**config.mk**
```make
export PLATFORM = sky130hd
export DESIGN_NAME = div_result_fifo
export DESIGN_NICKNAME = d
export VERILOG_FILES = /design/src/rtl/div_result_fifo.sv
export SDC_FILE = /design/constraint.sdc
export NUM_CORES = 1
export LEC_CHECK = 0
export BUFFER_PORTS_ARGS = -buffer_cell sky130_fd_sc_hd__buf_2
export CORE_MARGIN = 1
export CORE_UTILIZATION = 30
export CTS_CLUSTER_DIAMETER = 80
export DETAILED_ROUTE_END_ITERATION = 8
export PLACE_DENSITY = 0.51
export SLEW_MARGIN = 20
export SYNTH_ARGS = -nofsm -noshare
export SYNTH_HDL_FRONTEND = slang
export SYNTH_SLANG_ARGS = --single-unit
export TNS_END_PERCENT = 1
```
**constraint.sdc**
```tcl
create_clock -name clk -period 3.2 [get_ports clk]
set_input_delay 0.32 -clock clk [delete_from_list [all_inputs] [get_ports clk]]
set_output_delay 0.32 -clock clk [all_outputs]
set_load 0.005 [all_outputs]
```
**src/rtl/div_result_fifo.sv**
```systemverilog
// -----------------------------------------------------------------------------
// div_result_fifo
//
// Purpose:
//   Result buffer between the restoring divider and its consumer. It accepts
//   {quotient, remainder} pairs on the divider's dst_valid/dst_ready handshake
//   and holds up to DEPTH of them. This lets the divider go back to IDLE and
//   take new operands while the consumer is stalled. Results leave in order
//   on a registered valid/ready interface. There is no fall-through: a pushed
//   entry first appears on out_* in the cycle after the push edge.
//
// Ports:
//   clk            in   1              rising-edge clock
//   reset          in   1              asynchronous, active-high reset
//   in_valid       in   1              result offered (divider dst_valid)
//   in_ready       out  1              buffer can accept (divider dst_ready)
//   in_quotient    in   WIDTH          quotient of offered result
//   in_remainder   in   WIDTH          remainder of offered result
//   out_valid      out  1              head entry available
//   out_ready      in   1              consumer takes head entry
//   out_quotient   out  WIDTH          head entry quotient
//   out_remainder  out  WIDTH          head entry remainder
//   count          out  $clog2(DEPTH)+1  occupancy, 0..DEPTH
// -----------------------------------------------------------------------------
module div_result_fifo #(
    parameter int WIDTH = 32,
    parameter int DEPTH = 4
) (
    input  logic                       clk,
    input  logic                       reset,
    input  logic                       in_valid,
    output logic                       in_ready,
    input  logic [WIDTH-1:0]           in_quotient,
    input  logic [WIDTH-1:0]           in_remainder,
    output logic                       out_valid,
    input  logic                       out_ready,
    output logic [WIDTH-1:0]           out_quotient,
    output logic [WIDTH-1:0]           out_remainder,
    output logic [$clog2(DEPTH):0]     count
);

    localparam int PW = $clog2(DEPTH);
    localparam int CW = PW + 1;
    localparam int DW = 2 * WIDTH;
    localparam logic [CW-1:0] FULL_CNT = CW'(DEPTH);

    logic [DW-1:0] mem_q [DEPTH];

    logic [PW-1:0] rd_ptr_q, rd_ptr_d;
    logic [PW-1:0] wr_ptr_q, wr_ptr_d;
    logic [CW-1:0] count_q, count_d;
    logic          out_valid_q, out_valid_d;
    logic [DW-1:0] out_data_q, out_data_d;

    logic push;
    logic pop;

    // in_ready comes only from the occupancy register, so a pop while full
    // cannot open the input in the same cycle.
    assign in_ready = (count_q != FULL_CNT);
    assign push     = in_valid & in_ready;
    assign pop      = out_valid_q & out_ready;

    always_comb begin
        rd_ptr_d = rd_ptr_q;
        wr_ptr_d = wr_ptr_q;
        count_d  = count_q;

        if (push) begin
            wr_ptr_d = wr_ptr_q + PW'(1);
        end
        if (pop) begin
            rd_ptr_d = rd_ptr_q + PW'(1);
        end

        case ({push, pop})
            2'b10:   count_d = count_q + CW'(1);
            2'b01:   count_d = count_q - CW'(1);
            default: count_d = count_q;
        endcase
    end

    // The head register is loaded with whatever will sit at the read pointer
    // after this edge. If that slot is being written on this same edge, the
    // array has not caught up yet, so the incoming data is taken instead.
    // While the buffer stays empty the last head value is held.
    always_comb begin
        out_valid_d = (count_d != '0);
        out_data_d  = out_data_q;
        if (count_d != '0) begin
            if (push && (rd_ptr_d == wr_ptr_q)) begin
                out_data_d = {in_quotient, in_remainder};
            end else begin
                out_data_d = mem_q[rd_ptr_d];
            end
        end
    end

    always_ff @(posedge clk or posedge reset) begin
        if (reset) begin
            rd_ptr_q    <= '0;
            wr_ptr_q    <= '0;
            count_q     <= '0;
            out_valid_q <= 1'b0;
            out_data_q  <= '0;
        end else begin
            rd_ptr_q    <= rd_ptr_d;
            wr_ptr_q    <= wr_ptr_d;
            count_q     <= count_d;
            out_valid_q <= out_valid_d;
            out_data_q  <= out_data_d;
        end
    end

    // Storage contents are don't-care after reset; occupancy tracks validity.
    always_ff @(posedge clk) begin
        if (push) begin
            mem_q[wr_ptr_q] <= {in_quotient, in_remainder};
        end
    end

    assign out_valid     = out_valid_q;
    assign out_quotient  = out_data_q[DW-1:WIDTH];
    assign out_remainder = out_data_q[WIDTH-1:0];
    assign count         = count_q;

endmodule

```
=== Word level (Yosys, flattened, before mapping) ===
Memories as Yosys holds them, arrays and structs flattened. A register that Yosys moved wholly into a read port is not among the register bits.
Cells that the tools add are included.

* Register bits: 8
* Memory bits (writable): 256
* Input bits: 68
* Logic and storage cells: 19
* Memories: 1

* Add/sub/neg operators: 4
* Equal/unequal tests: 3
* Muxes and demuxes: 4
* Bitwise gates (word level): 2
* Reductions and logical operators: 1

{| class="wikitable"
|+ Memories
! name !! words !! bits a word !! rd ports !! clocked after memory_dff !! write ports !! line !! text
|-
| mem_q || 4 || 64 || 1 || 1 || 1 || 47 || <nowiki>logic [DW-1:0] mem_q [DEPTH];</nowiki>
|}

{| class="wikitable"
|+ Operator list
! cell !! count
|-
| $pmux W3 S2 || 1
|-
| $add A2 B1 Y2 const B || 2
|-
| $add A3 B1 Y3 const B || 1
|-
| $ne A3 B3 Y1 const B || 1
|-
| $reduce_bool A3 Y1 || 1
|-
| $sub A3 B1 Y3 const B || 1
|-
| $and A1 B1 Y1 || 2
|-
| $eq A2 B1 Y1 const B || 1
|-
| $eq A2 B2 Y1 const B || 1
|-
| $mux W1 || 2
|-
| $mux W2 || 1
|}

=== Logic depth before layout (Yosys ltp) ===
* Depth after elaboration: 5
* Mapped depth: 15

=== Worst setup path after synthesis ===
Ideal clock, no wire load.

* Path type: register -> register
* From: register count_q[0], in the netlist count[0]
* To: memory mem_q[1][0] in the netlist's numbering, enable pin
* Arrival: 2.459 ns
* Data required time: 2.771 ns
* Setup slack: 0.312 ns
* Cell stages (with the launch flop): 4
* Path buffers: 0
* Path through: dfrtp_1 > nor2_1 > a21oi_1 > and2_1

* Word-level cells in the longest chain between the ends: 4

{| class="wikitable"
|+ Ends and longest elaborated chain
! what !! line !! text
|-
| start: declaration || 51 || <nowiki>logic [CW-1:0] count_q, count_d;</nowiki>
|-
| start signal: assignment || 109 || <nowiki>count_q <= count_d;</nowiki>
|-
| $ne A3 B3 Y1 || 60 || <nowiki>assign in_ready = (count_q != FULL_CNT);</nowiki>
|-
| $and A1 B1 Y1 || 61 || <nowiki>assign push = in_valid & in_ready;</nowiki>
|-
| $mux W1 || 117 || <nowiki>if (push) begin</nowiki>
|-
| $mux W1 (not written as such) || 118 || <nowiki>mem_q[wr_ptr_q] <= {in_quotient, in_remainder};</nowiki>
|-
| end: declaration || 47 ||
|}

No other way between the ends.

=== Worst setup path in the final report ===
* From: register count_q[0], in the netlist count[0]
* To: register out_data_q[59] (read register of mem_q)

* Word-level cells in the longest chain between the ends: 5

{| class="wikitable"
|+ Ends and longest elaborated chain
! what !! line !! text
|-
| $ne A3 B3 Y1 || 60 ||
|-
| $and A1 B1 Y1 || 61 ||
|-
| $eq A2 B1 Y1 / $eq A2 B2 Y1 (equally long branches) || 76 || <nowiki>case ({push, pop})</nowiki>
|-
| $pmux W3 S2 (*) || 76 ||
|-
| named net count_d[1] || 51 ||
|-
| $reduce_bool A3 Y1 (*) || 90 || <nowiki>if (count_d != '0) begin</nowiki>
|-
| end: declaration || 53 || <nowiki>logic [DW-1:0] out_data_q, out_data_d;</nowiki>
|}

Mark *: on every way through the listed nets, which the timed path passes. The rest lies on a longest branch.
A chain may end at the register's enable or synchronous reset.

==> out/metrics.cfg <==
[synthesis]
ys_warn_count=0
yosysSeqAreaShare_pct=60.99
synthCells=953
synth_edf_count=256
netlist_area_um2=15560
synth_nets=1027
synth_cell_types=30
ys_ff_latch=328
async_reset_ff_share_pct=21.95
avgSynthCellArea_um2=16.33
synth-main-ff-cell=edfxtp_1

[cts]
clock-sinks=328
cts-root-buf=clkbuf_16
tritoncts=yes
numCtsBuffers=40
clk-insertion-delay-late_ps=550
clockBufferDepth=3
h-tree-depth=2
post_cts_buffers=0
clk_pin_slew_ps=60
ctsResizeCount=0

[setup_path]
arrival_ps=3350
cp_max_fo=37
endpoint_kind=flip-flop
cp-start-kind=flip-flop
r2r_slack_ps=280
required_ps=3630
path_class=flip-flop to flip-flop

[sta]
tns_ps=0
fmax_ghz=0.3423
relSlewSlack_pct=44.84
fin_crit_ps=2921
fin_crit_sh_pct=91.28
fin_ws_ps=279.0
fin_skew_ps=12.83
setup_viol=0
slew_violations=0
rsz0062_at_grt=no
hold_viol_final=0
worst_pin_slew_ps=827.4

[place]
port_buffers=136
place_hpwl_um=21360
gp_congestion=0.6799
dp_slack_ps=219.9
placed_area_um2=16990

[global_route]
grt_pass1_wl_um=56790
grt_pass1_vias=9668
antenna_found_initial=2
grt_usage_pct=14.03
grt_max_degree=117
gr-total-overflow=0

[route]
drc=0
vias=8932
drt_iter0_drc=422
vias_per_cell=4.818
firstDrtPassIters=5
routedWlPerCell_um=19.72
ant_nets=0
wl_um=36560

[hold_path]
hold_path_class=input pin to flip-flop

[die]
dieArea_um2=52780
io_pins=137
fp-row-count=83
start_util_pct=30.33
die_h_um=229.7
core_um2=51300
die_x_um=229.7

[final_layout]
final_area_um2=18900
syn_to_final_growth_pct=21.49
mostFrequentLayoutCells=mux2i_1, edfxtp_1, buf_2
drive_gt1_share_pct=25.75
nNetsFinal=1215

[outcome]
status=complete, no violations

[run]
drv_cap=0

[power]
finalPower_mw=19.57
power_leakage_nw=7.525
power_density_nw_per_um2=1035
vdd.ir_drop.worst_mv=0.7138

## synthesized netlist by cell type, types with 4 or more instances
cell	n	area, um2
o21a_1	64	480.5
ha_1	5	62.56
buf_6	10	112.6
buf_2	23	115.1
edfxtp_1	256	7687
mux2i_1	256	2562
clkbuf_1	11	41.29
and2_1	5	31.28
buf_4	27	202.7
mux4_2	64	1441
inv_1	5	18.77
dfrtp_1	72	1802
xnor2_1	4	35.03
nand2_1	69	259.0
a22o_1	64	560.5
## sequential cells by signal, indices dropped and copies added (netlist names)
signal,count
count,3
mem_q,256
out_data_q,64
out_valid,1
rd_ptr_q,2
wr_ptr_q,2
## per-layer routing
metal	part of all wire (%)	wire length [um]	global-route usage (%)
met1	45	16340	17.73
met2	49	18000	24.04
met3	4.3	1577	3.323
met4	1.7	636	3.642
met5	0.027	10	0
## layout make-up
class | instances | area, um2
fillers | 4920 | 32400
flip-flops and latches | 328 | 9497
multi-input cells | 547 | 5599
repair buffers | 218 | 1574
clock buffers | 55 | 1149
well taps | 680 | 850.8
clock inverters | 19 | 201.4
inverters | 6 | 28.78
diodes | 1 | 2.502
## power by group
part           leakage, nW  switching, mW  internal (mW)
clock                0.672           1.77           2.84
sequential            3.19          0.590           5.90
combinational         3.67           4.27           4.20
total                 7.52           6.64           12.9
## kinds of logic after synthesis
group           share of synthesized area (%)
compound gates                          6.996
xor+xnor                               0.3378
fa+ha+maj                              0.5308
buf+inv                                 3.201
flops                                   60.99
mux                                     25.81
simple gates                            2.139
## what timing repair did
item / 4_1_cts / 5_1_grt
hold buffers: 55 / 1
setup endpoints to repair: 0 / 64
hold endpoints to repair: 210 / 61
## worst max-delay path, stage by stage (launching register included)
cell and delay [ps]:
dfrtp_1 440, nor2_1 240, a21oi_1 130, inv_1 70, ha_1 200, fa_1 420
mux2_2 310, nor3_4 300, clkinv_2 140, buf_12 210, o21a_1 140, a22o_1 190
## metrics by stage
stage / std cells / util [%] / hold WS (ps)
2_1_floorplan: 953 / - / 418.9
3_3_place_gp: 1723 / 33.11 / 482.4
3_5_place_dp: 1723 / 33.11 / 488.2
4_1_cts: 1852 / 36.82 / 0.3579
5_1_grt: 1854 / 36.84 / 9.448
6_report: 1854 / 36.84 / 34.64
## worst paths after layout
check,from,end,cells after the start
min in group asynchronous,reset,out_data_q[10],3
min reg2reg,out_data_q[28],out_data_q[28],1
max,count[0],out_data_q[59],11
max in group asynchronous,reset,out_data_q[16],4
min,in_quotient[25],mem_q[0][57],1
max reg2reg,count[0],out_data_q[59],11
Note: power is estimated with default switching activity, not from simulation.
